<file path="config.mk">
export PLATFORM = sky130hd
export DESIGN_NAME = bpb_update_ctrl
export DESIGN_NICKNAME = d
export VERILOG_FILES = /design/src/rtl/bpb_update_ctrl.sv
export SDC_FILE = /design/constraint.sdc
export NUM_CORES = 1
export LEC_CHECK = 0
export ABC_AREA = 1
export BUFFER_PORTS_ARGS = -buffer_cell sky130_fd_sc_hd__buf_4
export CORE_MARGIN = 1
export CORE_UTILIZATION = 58
export DETAILED_ROUTE_END_ITERATION = 7
export PLACE_DENSITY_LB_ADDON = 0.2
export SYNTH_ARGS = -nofsm -noshare
export SYNTH_HDL_FRONTEND = slang
export SYNTH_SLANG_ARGS = --single-unit
</file>
<file path="constraint.sdc">
create_clock -name clk -period 7.3 [get_ports clk]
set_input_delay 0.365 -clock clk [delete_from_list [all_inputs] [get_ports clk]]
set_output_delay 0.365 -clock clk [all_outputs]
set_load 0.005 [all_outputs]
</file>
<file path="src/rtl/bpb_update_ctrl.sv">
// bpb_update_ctrl: in-order commit-update FIFO and clear sweeper driving the BPB write port (BPB_UPD_COALESCE_EN merges same-PC updates)
module bpb_update_ctrl #(
  parameter int DEPTH = 4,
  parameter int ENTRIES = 64
) (
  input  logic             clk,
  input  logic             reset,
  input  logic             stall,
  input  logic [1:0]       cm_valid,
  input  logic [1:0][31:0] cm_pc,
  input  logic [1:0]       cm_taken,
  input  logic [1:0][31:0] cm_target,
  input  logic             clear_req,
  output logic             bpb_wen,
  output logic [31:0]      bpb_pc,
  output logic             bpb_taken,
  output logic [31:0]      bpb_target,
  output logic             bpb_clr,
  output logic             busy,
  output logic             clear_done,
  output logic [7:0]       drop_cnt
);
  localparam int AW = $clog2(DEPTH);
  localparam int IW = $clog2(ENTRIES);
  typedef enum logic {IDLE, CLEAR} state_t;
  state_t state, state_next;
  logic [31:0] pc_q [DEPTH];
  logic [31:0] target_q [DEPTH];
  logic [DEPTH-1:0] taken_q;
  logic [AW:0] wr, rd, cnt;
  logic [AW-1:0] wm1, s0, s1;
  logic [IW-1:0] idx;
  logic full, empty, active, pop, v0, v1, c0, c1, c1s, acc0, acc1, push0, push1;
  logic [1:0] drops;
  logic [8:0] drop_sum;
  logic wen_d, clr_d, taken_d, done_d, busy_d;
  logic [31:0] pc_d, target_d;
  assign cnt = wr - rd;
  assign empty = wr == rd;
  assign full = (wr[AW] != rd[AW]) && (wr[AW-1:0] == rd[AW-1:0]);
  assign wm1 = wr[AW-1:0] - AW'(1);
  assign active = state == IDLE && !clear_req;
  assign pop = active && !stall && !empty;
  assign v0 = active && cm_valid[0];
  assign v1 = active && cm_valid[1];
`ifdef BPB_UPD_COALESCE_EN
  logic hit_ok;
  assign hit_ok = !empty && !(pop && int'(cnt) == 1);
  assign c0 = v0 && hit_ok && pc_q[wm1] == cm_pc[0];
  assign c1s = v0 && v1 && cm_pc[1] == cm_pc[0];
  assign c1 = c1s || (v1 && !v0 && hit_ok && pc_q[wm1] == cm_pc[1]);
`else
  assign c0 = 1'b0;
  assign c1 = 1'b0;
  assign c1s = 1'b0;
`endif
  assign acc0 = v0 && (c0 || !full);
  assign acc1 = v1 && (v0 ? acc0 && (c1s || (c0 ? !full : int'(cnt) <= DEPTH - 2)) : (c1 || !full));
  assign push0 = acc0 && !c0;
  assign push1 = acc1 && !c1;
  assign s0 = c0 ? wm1 : wr[AW-1:0];
  assign s1 = c1s ? s0 : c1 ? wm1 : wr[AW-1:0] + AW'(push0);
  assign drops = {1'b0, v0 && !acc0} + {1'b0, v1 && !acc1};
  assign drop_sum = {1'b0, drop_cnt} + {7'b0, drops};
  always_ff @(posedge clk) state <= reset ? IDLE : state_next;
  always_comb begin
    state_next = clear_req ? CLEAR : (state == CLEAR && &idx) ? IDLE : state;
  end
  always_comb begin
    clr_d = state == CLEAR;
    wen_d = pop || clr_d;
    pc_d = clr_d ? 32'(idx) : pop ? pc_q[rd[AW-1:0]] : '0;
    taken_d = pop && taken_q[rd[AW-1:0]];
    target_d = pop ? target_q[rd[AW-1:0]] : '0;
    done_d = clr_d && &idx && !clear_req;
    busy_d = clr_d || state_next == CLEAR;
  end
  always_ff @(posedge clk) begin
    if (reset) begin
      wr <= '0;
      rd <= '0;
      idx <= '0;
      drop_cnt <= '0;
      bpb_wen <= 1'b0;
      bpb_clr <= 1'b0;
      bpb_pc <= '0;
      bpb_taken <= 1'b0;
      bpb_target <= '0;
      busy <= 1'b0;
      clear_done <= 1'b0;
    end else begin
      bpb_wen <= wen_d;
      bpb_clr <= clr_d;
      bpb_pc <= pc_d;
      bpb_taken <= taken_d;
      bpb_target <= target_d;
      busy <= busy_d;
      clear_done <= done_d;
      drop_cnt <= drop_sum[8] ? 8'hff : drop_sum[7:0];
      idx <= (clr_d && !clear_req) ? idx + IW'(1) : '0;
      wr <= clear_req ? '0 : wr + {{AW{1'b0}}, push0} + {{AW{1'b0}}, push1};
      rd <= clear_req ? '0 : rd + {{AW{1'b0}}, pop};
      if (acc0) begin
        pc_q[s0] <= cm_pc[0];
        taken_q[s0] <= cm_taken[0];
        target_q[s0] <= cm_target[0];
      end
      if (acc1) begin
        pc_q[s1] <= cm_pc[1];
        taken_q[s1] <= cm_taken[1];
        target_q[s1] <= cm_target[1];
      end
    end
  end
endmodule

</file>
---- Word-level counts from Yosys, hierarchy flattened ----
Memories as Yosys holds them, arrays and structs flattened. A register that Yosys moved wholly into a read port is not among the register bits.
Index checks and enable logic that the tools add are counted.
W data, S select, Z words.
word-level totals
  logic and storage cells ................. 89
  memories kept ........................... 2
  input port bits ......................... 136
  memory bits (writable) .................. 256
  register bits ........................... 62
memory list
  memory    depth  width  read ports  clocked after memory_dff  write ports  RTL line  text
  pc_q      4      32     1           1                         2            27        logic [31:0] pc_q [DEPTH];
  target_q  4      32     1           1                         2            28        logic [31:0] target_q [DEPTH];
operators by class
  bitwise logic cells ..................... 3
  multiplexer cells ....................... 24
  reductions and logical operators ........ 30
  $add $sub $neg .......................... 8
  $lt $le $gt $ge ......................... 6
  equal/unequal tests ..................... 3
operator list
  operator               number
  $logic_and A1 B1 Y1    17
  $mux W1                12
  $mux W4                3
  $mux W6                2
  $add A3 B1 Y3          3
  $add A8 B2 Y9          1
  $lt A2 B3 Y1 const B   3
  $bwmux W4              2
  $mux W8                1
  $add A6 B1 Y6 const B  1
  $logic_not A1 Y1       6
  $reduce_and A6 Y1      1
  $reduce_or A2 Y1       3
  $demux W1 S2           2
  $ge A2 B1 Y1 const B   2
  $eq A3 B3 Y1           1
  $le A3 B2 Y1 const B   1
  $not A1 Y1             3
  $reduce_or A3 Y1       1
  $sub A3 B3 Y3          1
  $add A1 B1 Y2          1
  $add A2 B1 Y2          1
  $bmux W1 S2            1
  $eq A2 B2 Y1           1
  other kinds (3)        4

---- Depth between registers and ports, before layout ----
  depth after elaboration ................. 12
  mapped depth ............................ 17

---- Worst setup path after synthesis ----
Ideal clock, no wire load.
  path type ............................... register to register
  from .................................... register rd[1]
  to ...................................... memory pc_q[1][0], enable pin
  setup slack ............................. 1132 ps
  stages on the path, launching flop included .. 14
  buffers on the path ..................... 3
  data arrival time ....................... 5660 ps
  period minus slack after synthesis ...... 6168 ps
  path through ............................ dfxtp_1 > buf_2 > clkinv_1 > clkbuf_1 > ha_1 > nand3_2 > nand2_1 > clkinv_1 > ha_1 > or2_1 > nand2_1 > nand2_1 > clkbuf_1 > o22ai_1
RTL lines
  element                 RTL line  text
  from (decl)             30        logic [AW:0] wr, rd, cnt;
  from (signal assigned)  102       rd <= clear_req ? '0 : rd + {{AW{1'b0}}, pop};
  to (decl)               27

==> metrics.yaml <==
pre_cts_slack_ns: 2.13
path_clk_slew_ns: 0.06
fin_crit_sh: 0.723
ys_top_cells_by_area: "edfxtp_1, o21bai_1, dfxtp_1"
drtAntennaViolNets: 0
critPathMaxStageDelay_ns: 1.00
synth_edf_count: 260
antenna_found_initial: 0
max_slew.worst_pin.slew_ns: 1.29
crit_path_end_kind: "flip-flop"
async_flop_share: 0
htreeDepth: 2
cts_tree: "yes"
outcome: "complete, no violations"
gp_congestion: 0.839
postCtsSetupBuffers: 0
cts_buffers: 38
die_y_um: 177
multiInputGateArea_mm2: 0.00705
first_iter_violations: 1666
diodes: 0
timing.critical_path.from: "rd[1]"
die_w_um: 177
p_int_mw: 3.46
design_area_mm2: 0.0205
worst_slack_ns: 2.02
p_leak_nw: 8.00
ys_seq_area_frac: 0.540
clock_sinks: 350
worstSetupEndpoint: "pc_q[1][1]"
switchingPower_mw: 1.04
cts_max_path_buffers: 3
rsz0062_at_grt: "no"
clk_latency_ns: 0.53
max_cap_viol_count: 0
place_hpwl_mm: 26.8
dieArea_mm2: 0.0314
power_frac_comb: 0.086
crit_type: "reg2reg"
startpoint_type: "flip-flop"
drive_gt1_frac: 0.149
r2r-start: "rd[1]"
regArea_mm2: 0.00962
finalCriticalPeriod_ns: 5.28
fill_cells: 2330
ctsHoldBuffers: 0
overflow: 0
finClkSkew_ns: 0.0203
place_area_mm2: 0.0193
cts_resized: 0
ys.flop_type: "edfxtp_1"
grt_pass1_wl_mm: 77.0
synthDistinctLibCells: 37
grt_max_degree: 121
areaGrowthSynthToFinish_pct: 15.3
rows: 63
r2r_end: "pc_q[1][1]"
cp_slowest_cell: "nor2_4"
crit_fanout: 67
max_slew_margin: 0.143
ios: 213
hold_class: "in2reg"
final-hold-violation-count: 0
syn_area_mm2: 0.0178
drc: 0
synth-seq-cells: 350
worst_ep_arrival_time_ns: 5.66
via_count: 15100
synth.top_cell.area_share: 0.439
syn_area_per_cell_um2: 9.02
final-max-slew-violation-count: 0
synth_cells: 1974
synth_top_area_cell: "edfxtp_1"
final_nets: 2228
crit_required_ns: 7.68
ys_warn_count: 0
portBuffers: 212
first_global_vias: 14600
clockRootBuffer: "clkbuf_16"
setup_violations: 0
synth_nets: 2121
finalSetupTns_ns: 0
p_per_area_mw_per_mm2: 219
fmax_mhz: 189
core_area_mm2: 0.0300
sw_frac_of_total: 0.231
power_frac_seq: 0.485
reg2reg_setup_slack_ns: 2.02
reg2reg_depth: 13
path_cells: "inv_2 -> ha_1 -> nand3_2 -> nand2_1 -> clkinv_1 -> ha_1 -> or2_1 -> nand2_1 -> nand2_4 -> nor2_4 -> buf_4 -> nand3_1 -> nand2_1"
wl_per_cell_um: 19.6
crit_top_cell: "nand2_1"
pwr-share-clk: 0.429
drtPass1Iterations: 6
avgViaCountPerCell: 6.06
irDropWorstVdd_mv: 0.153
start_util: 0.594
track_usage: 0.315
routed_wl_mm: 49.0
design_power_total_mw: 4.50
registers in the layout (all words and copies together), names as in the netlist:
name and cells:
busy 1, wr 3, rd 3, clear_done 1
idx 6, pc_q 128, clr_d 1, bpb_wen 1
target_q 128, bpb_clr 1, taken_q 4, bpb_pc 32
bpb_target 32, drop_cnt 8, bpb_taken 1
layer usage:
| metal | global-route usage | vias to the layer above | part of all wire |
|---|---|---|---|
| li1 | - | 6992 | - |
| met1 | 0.405 | 7157 | 0.39 |
| met2 | 0.522 | 865 | 0.49 |
| met3 | 0.0537 | 132 | 0.095 |
| met4 | 0.135 | 0 | 0.032 |
| met5 | 0 | - | 0 |
synthesized netlist by cell type (2+ instances only):
cell type,n
buf_6,23
a32o_1,6
a21oi_1,74
fa_1,3
nor2_1,254
nand3_1,269
edfxtp_1,260
clkinv_1,2
xnor2_1,3
o22ai_1,6
nand2_1,323
nor3_1,2
inv_2,3
o21ai_0,132
buf_4,4
o21bai_1,256
nand3b_1,2
buf_1,14
xor2_1,2
nor2_2,5
inv_1,97
ha_1,8
dfxtp_1,90
buf_2,53
nor3b_1,2
clkbuf_1,70
worst min path at each step:
stage / to / from / depth (start not counted) / slack, ns
global placement: idx[0] / idx[0] / 1 / 0.45
detailed placement: idx[0] / idx[0] / 1 / 0.46
finish: clear_done / clear_req / 2 / 0.04
floorplan: idx[0] / idx[0] / 1 / 0.43
global route: clear_done / clear_req / 2 / 0.05
CTS: clear_done / clear_req / 2 / 0.03
logic make-up after synthesis:
family,synth area share
fa+ha+maj,0.00900
simple gates,0.205
flops,0.540
buf+inv,0.0704
xor+xnor,0.00246
compound gates,0.173
cell type report:
| cell class | instances | area share |
|---|---|---|
| flip-flops and latches | 350 | 0.468 |
| clock inverters | 16 | 0.00792 |
| inverters | 102 | 0.0191 |
| well taps | 390 | 0.0238 |
| clock buffers | 53 | 0.0531 |
| multi-input cells | 1358 | 0.343 |
| repair buffers | 231 | 0.0845 |
worst max-delay path, delay by kind of cell, from the launching register on:
kind | cells | cell delay [ns]
buf+inv | 3 | 0.91
flops | 1 | 0.93
fa+ha+maj | 2 | 0.59
simple gates | 8 | 2.63
cell usage in the layout, fill, tap and decap left out, types with 40 or more instances in the layout:
cell type  netlist  routed
dfxtp_1         90      88
o21ai_0        132     132
nor2_1         254     254
clkbuf_16        0      40
nand3_1        269     269
a21oi_1         74      74
nand2_1        323     318
edfxtp_1       260     260
inv_1           97      96
o21bai_1       256     256
buf_4            4     231
per-stage QoR:
stage / hold slack, ns / utilization / std cells
after floorplan: 0.430 / - / 1974
after global placement: 0.445 / 0.644 / 2431
after detailed placement: 0.460 / 0.644 / 2431
after CTS: 0.0304 / 0.686 / 2500
after global routing: 0.0451 / 0.686 / 2500
final: 0.0406 / 0.686 / 2500
power by group through the flow:
stage               clock, mW  sequential [mW]  combinational [mW]
floorplan                   0             2.23               0.226
global placement            0             2.22               0.367
detailed placement          0             2.23               0.378
CTS                      1.93             2.18               0.381
global route             2.02             2.19               0.423
finish                   1.93             2.18               0.386
(Power assumes the default switching activity.)
